===== src/rtl/alu_req_scheduler.sv =====
// Purpose : round-robin scheduler sharing one ALU among four requesters; returns result+flags with requester ID.
// Latency : grant -> ALU_LAT EXEC cycles -> response valid at grant+ALU_LAT+1; back-to-back grants every ALU_LAT+2 cycles.
// Backpres: one op in flight; no grants while EXEC/RESP; response held stable until RSP_READY.
//
// Ports:
//   CLK, RST                 clock, synchronous active-high reset
//   REQ_VALID/REQ_READY      per-requester handshake (READY is a one-hot grant)
//   REQ_OP/REQ_A/REQ_B       packed per-requester opcode and operands
//   ALU_EN/ALU_SEL/ALU_A/B   drive to the ALU core (zero outside EXEC)
//   ALU_RESULT/ALU_FLAGS     ALU return, sampled on the last EXEC cycle
//   RSP_*                    response channel with captured ID, data, flags
//   BUSY                     high whenever the FSM is not idle
module alu_req_scheduler #(
    parameter int DATA_W  = 8,
    parameter int ALU_LAT = 2
) (
    input  logic                CLK,
    input  logic                RST,
    input  logic [3:0]          REQ_VALID,
    output logic [3:0]          REQ_READY,
    input  logic [15:0]         REQ_OP,
    input  logic [4*DATA_W-1:0] REQ_A,
    input  logic [4*DATA_W-1:0] REQ_B,
    output logic                ALU_EN,
    output logic [15:0]         ALU_SEL,
    output logic [DATA_W-1:0]   ALU_A,
    output logic [DATA_W-1:0]   ALU_B,
    input  logic [DATA_W-1:0]   ALU_RESULT,
    input  logic [3:0]          ALU_FLAGS,
    output logic                RSP_VALID,
    input  logic                RSP_READY,
    output logic [1:0]          RSP_ID,
    output logic [DATA_W-1:0]   RSP_DATA,
    output logic [3:0]          RSP_FLAGS,
    output logic                BUSY
);

    typedef enum logic [1:0] {
        IDLE = 2'd0,
        EXEC = 2'd1,
        RESP = 2'd2
    } state_t;

    // EXEC runs for ALU_LAT cycles, leaving on the cycle the counter reads zero.
    localparam logic [3:0] CNT_INIT = 4'(ALU_LAT - 1);

    state_t              state_q;
    state_t              state_d;
    logic [1:0]          prio_q;
    logic [3:0]          cnt_q;
    logic [3:0]          op_q;
    logic [DATA_W-1:0]   a_q;
    logic [DATA_W-1:0]   b_q;
    logic [1:0]          id_q;
    logic [DATA_W-1:0]   rsp_data_q;
    logic [3:0]          rsp_flags_q;

    logic                grant_found;
    logic [1:0]          grant_idx;
    logic [1:0]          cand;
    logic [3:0]          sel_op;
    logic [DATA_W-1:0]   sel_a;
    logic [DATA_W-1:0]   sel_b;
    logic                take;

    // Rotating priority search: first valid requester at or after prio_q wins.
    always_comb begin
        grant_found = 1'b0;
        grant_idx   = prio_q;
        cand        = prio_q;
        for (int k = 0; k < 4; k++) begin
            cand = prio_q + 2'(k);
            if (!grant_found && REQ_VALID[cand]) begin
                grant_found = 1'b1;
                grant_idx   = cand;
            end
        end
    end

    // Select the winner's opcode and operands out of the packed request buses.
    always_comb begin
        sel_op = 4'd0;
        sel_a  = '0;
        sel_b  = '0;
        for (int k = 0; k < 4; k++) begin
            if (grant_idx == 2'(k)) begin
                sel_op = REQ_OP[4*k +: 4];
                sel_a  = REQ_A[DATA_W*k +: DATA_W];
                sel_b  = REQ_B[DATA_W*k +: DATA_W];
            end
        end
    end

    // The grant is only asserted toward a valid requester, so a grant is a transfer.
    assign take = (state_q == IDLE) && grant_found && !RST;

    // State register
    always_ff @(posedge CLK) begin
        if (RST) begin
            state_q <= IDLE;
        end else begin
            state_q <= state_d;
        end
    end

    // Next-state logic
    always_comb begin
        state_d = state_q;
        case (state_q)
            IDLE:    if (grant_found)    state_d = EXEC;
            EXEC:    if (cnt_q == 4'd0)  state_d = RESP;
            RESP:    if (RSP_READY)      state_d = IDLE;
            default:                     state_d = IDLE;
        endcase
    end

    // Output logic
    always_comb begin
        REQ_READY = 4'd0;
        ALU_EN    = 1'b0;
        ALU_SEL   = 16'd0;
        ALU_A     = '0;
        ALU_B     = '0;
        RSP_VALID = 1'b0;
        BUSY      = (state_q != IDLE);
        case (state_q)
            IDLE: begin
                if (take) begin
                    REQ_READY = 4'b0001 << grant_idx;
                end
            end
            EXEC: begin
                ALU_EN  = 1'b1;
                ALU_SEL = 16'h0001 << op_q;
                ALU_A   = a_q;
                ALU_B   = b_q;
            end
            RESP: begin
                RSP_VALID = 1'b1;
            end
            default: ;
        endcase
    end

    assign RSP_ID    = id_q;
    assign RSP_DATA  = rsp_data_q;
    assign RSP_FLAGS = rsp_flags_q;

    // Datapath: request latch, priority pointer, latency counter, result capture.
    always_ff @(posedge CLK) begin
        if (RST) begin
            prio_q      <= 2'd0;
            cnt_q       <= 4'd0;
            op_q        <= 4'd0;
            a_q         <= '0;
            b_q         <= '0;
            id_q        <= 2'd0;
            rsp_data_q  <= '0;
            rsp_flags_q <= 4'd0;
        end else begin
            if (take) begin
                op_q   <= sel_op;
                a_q    <= sel_a;
                b_q    <= sel_b;
                id_q   <= grant_idx;
                prio_q <= grant_idx + 2'd1;
                cnt_q  <= CNT_INIT;
            end
            if (state_q == EXEC) begin
                if (cnt_q == 4'd0) begin
                    rsp_data_q  <= ALU_RESULT;
                    rsp_flags_q <= ALU_FLAGS;
                end else begin
                    cnt_q <= cnt_q - 4'd1;
                end
            end
        end
    end

endmodule

===== config.mk =====
export PLATFORM = sky130hd
export DESIGN_NAME = alu_req_scheduler
export DESIGN_NICKNAME = d
export VERILOG_FILES = /design/src/rtl/alu_req_scheduler.sv
export SDC_FILE = /design/constraint.sdc
export NUM_CORES = 1
export LEC_CHECK = 0
export CELL_PAD_IN_SITES_DETAIL_PLACEMENT = 0
export CELL_PAD_IN_SITES_GLOBAL_PLACEMENT = 1
export CORE_MARGIN = 2
export CORE_UTILIZATION = 26
export DETAILED_ROUTE_END_ITERATION = 10
export PLACE_DENSITY_LB_ADDON = 0.1
export SLEW_MARGIN = 20
export SYNTH_ARGS = -nofsm -noshare
export SYNTH_HDL_FRONTEND = slang
export SYNTH_SLANG_ARGS = --single-unit

===== constraint.sdc =====
create_clock -name CLK -period 3.7 [get_ports CLK]
set_clock_uncertainty 0.1 [all_clocks]
set_input_delay 0.925 -clock CLK [delete_from_list [all_inputs] [get_ports CLK]]
set_output_delay 0.925 -clock CLK [all_outputs]
set_load 0.02 [all_outputs]

==> results.json <==
{
  "crit_chain": "clkdlybuf4s50_1 -> nand3b_1 -> o311ai_1 -> buf_4 -> and2_1 -> ha_1 -> and2_1 -> clkdlybuf4s15_2",
  "worst_pin_slew_ps": 568,
  "grt_max_degree": 39,
  "dr_wl_met3_um": 677,
  "power_uw": 1920,
  "synth-async-reset-ratio": 0,
  "cp_top_family": "buffers and inverters",
  "dp_slack_ps": -328,
  "grt_usage": 0.167,
  "synth.top_cell.area_share": 0.329,
  "vdd_ir_drop_max_v": 0.000266,
  "drc": 0,
  "worstSetupEndpointType": "output port",
  "antenna_found_initial": 0,
  "whs_path_depth": 2,
  "hold_viol": 0,
  "area_growth_pct": 69.8,
  "drive_gt1_frac": 0.113,
  "r2r_end": "op_q[3]",
  "die_h_um": 103,
  "critPathRequiredTime_ps": 2670,
  "r2r_cells": 10,
  "final_cells": 620,
  "hold_class": "flip-flop to flip-flop",
  "hold_buffers": 0,
  "criticalPathCategory": "input pin to output port",
  "ys_seq_elements": 42,
  "p_per_area_mw_per_mm2": 441,
  "yosysMostFrequentCell": "nand2_1",
  "period_minus_slack_ps": 3630,
  "dr_total_vias": 2922,
  "grt_pass1_vias": 2764,
  "routed_wl_mm": 8.92,
  "regArea_um2": 841,
  "wl_per_cell_um": 14.4,
  "clk_pin_slew_worst_paths_ps": 100,
  "fp.dieW_um": 103,
  "maxCapViolCount": 0,
  "fin_ws_ps": 67.2,
  "power_leakage_uw": 0.00156,
  "synth_edf_count": 0,
  "met1Wirelength_mm": 3.71,
  "finalSetupViolations": 0,
  "diodes": 0,
  "numCtsBuffers": 5,
  "worst-path-buf-inv": 3,
  "synthCells": 334,
  "slew_headroom": 0.621,
  "drtPass1Iterations": 4,
  "whs_ps": 358,
  "vias_per_cell": 4.71,
  "dieArea_mm2": 0.0107,
  "grt_overflow": 0,
  "dr_wl_met2_mm": 4.47,
  "nFillCells": 1026,
  "max_stage_delay_ps": 570,
  "dp_cells": 612,
  "cp_max_fo": 6,
  "startpoint_type": "input pin",
  "reg2reg_from": "prio_q[1]",
  "cpMaxStageDelayCell": "clkdlybuf4s50_1",
  "seq_area_frac_synth": 0.329,
  "min_from": "RSP_DATA[7]",
  "grt_first_pass_wirelength_mm": 13.8,
  "floorplan.rows": 36,
  "synth_area_leader_cell": "dfxtp_1",
  "cts.sinks": 42,
  "multiInputGateArea_mm2": 0.00156,
  "synth_nets": 438,
  "slew_viol_final": 0,
  "fin_crit_sh": 0.982,
  "cts_root_buffer": "clkbuf_8",
  "ioPinCount": 152,
  "synthDistinctLibCells": 44,
  "htree_levels": 2,
  "netlist_area_mm2": 0.00256,
  "arrival_ps": 2610,
  "synth_common_cells": "nand2_1, dfxtp_1, nor2_1",
  "grt_setup_unrepaired": "yes",
  "start_util": 0.264,
  "crit_top_cell": "and2_1",
  "drt_iter0_drc": 69,
  "hold_path_end": "RSP_DATA[7]",
  "syn_avg_cell_area_um2": 7.66,
  "clock_path_buffers": 2,
  "max_freq_mhz": 275,
  "place_hpwl_mm": 6.70,
  "place.gp.congestion": 0.792,
  "portBuffers": 151,
  "ant_nets": 0,
  "status": "completed",
  "synth_area_leaders": "dfxtp_1, nand2_1, nand3b_1",
  "routed.top_layer": "met4",
  "post-cts-setup-buffers": 0,
  "cts_tree": "built",
  "nets": 590,
  "reg2reg_slack_ps": 1080,
  "yosysWarnings": 0,
  "clock_latency_ps": 300,
  "synth-main-ff-cell": "dfxtp_1",
  "coreArea_mm2": 0.00968
}
[worst reg2reg max path: stages, from the launching register on]
cell	delay, ps
dfxtp_1	380
o311ai_1	290
buf_4	160
nand2_1	60
buf_4	140
ha_1	180
buf_4	160
or2_2	290
a221oi_1	480
buf_4	210
o31ai_2	50
[layout make-up]
class | count | area share
timing repair buffer | 171 | 0.381
sequential | 42 | 0.193
tap | 133 | 0.0383
multi-input combinational | 259 | 0.359
clock inverter | 3 | 0.00576
clock buffer | 5 | 0.0158
inverter | 7 | 0.00605
[power breakdown]
group,switching (µW),internal (µW),leakage [µW]
combinational,525,470,0.00117
clock,182,137,0.0000447
sequential,59.8,545,0.000345
total,767,1150,0.00156
[cell families after synthesis]
family,Yosys count,synth area share
buffers and inverters,33,0.0621
adders and majority gates,5,0.0244
DFF,42,0.329
AOI/OAI and AO/OA,92,0.263
and+or+nand+nor,162,0.322
[sequential cells by signal, indices dropped and copies added, names as in the netlist]
name,flops
a_q,8
RSP_DATA,8
cnt_q,4
RSP_ID,2
state_q,2
op_q,4
RSP_FLAGS,4
b_q,8
prio_q,2
[cells in the final DEF (no fill, tap or decap), drive strengths merged, types with 8 or more instances in the layout]
cell type / n
a21oi: 21
and2: 20
buf: 23
clkdlybuf4s50: 145
dfxtp: 42
inv: 8
nand2: 64
nand3b: 22
nor2: 26
o211ai: 15
o21ai: 18
o221ai: 14
[metal layers]
metal / vias up / global-route usage
met3: 7 / 0.0497
met1: 1333 / 0.197
li1: 1496 / -
met2: 86 / 0.301
met5: - / 0
met4: 0 / 0.0304
[timing repair]
item / CTS / global route
cloned: 0 / 0
pin swaps: 0 / 1
endpoints found under the setup margin: 4 / 4
gates resized for setup: 10 / 5
[worst max path at each step]
stage,start,to,cells after the start,slack (ps)
2_1_floorplan,REQ_VALID[2],REQ_READY[1],6,240
3_3_place_gp,REQ_VALID[2],REQ_READY[0],7,-380
3_5_place_dp,REQ_VALID[2],REQ_READY[2],8,-330
6_report,REQ_VALID[3],REQ_READY[1],8,70
4_1_cts,REQ_VALID[3],REQ_READY[1],8,10
5_1_grt,REQ_VALID[1],REQ_READY[3],10,-60
[metrics by stage]
stage | area (µm²) | utilization | setup TNS, ps
floorplan | 2560 | - | 0
global placement | 4260 | 0.440 | -1090
detailed placement | 4260 | 0.440 | -1030
CTS | 4350 | 0.450 | 0
global route | 4350 | 0.449 | -99.9
finish | 4350 | 0.449 | 0
Note: power is estimated with default switching activity, not from simulation.
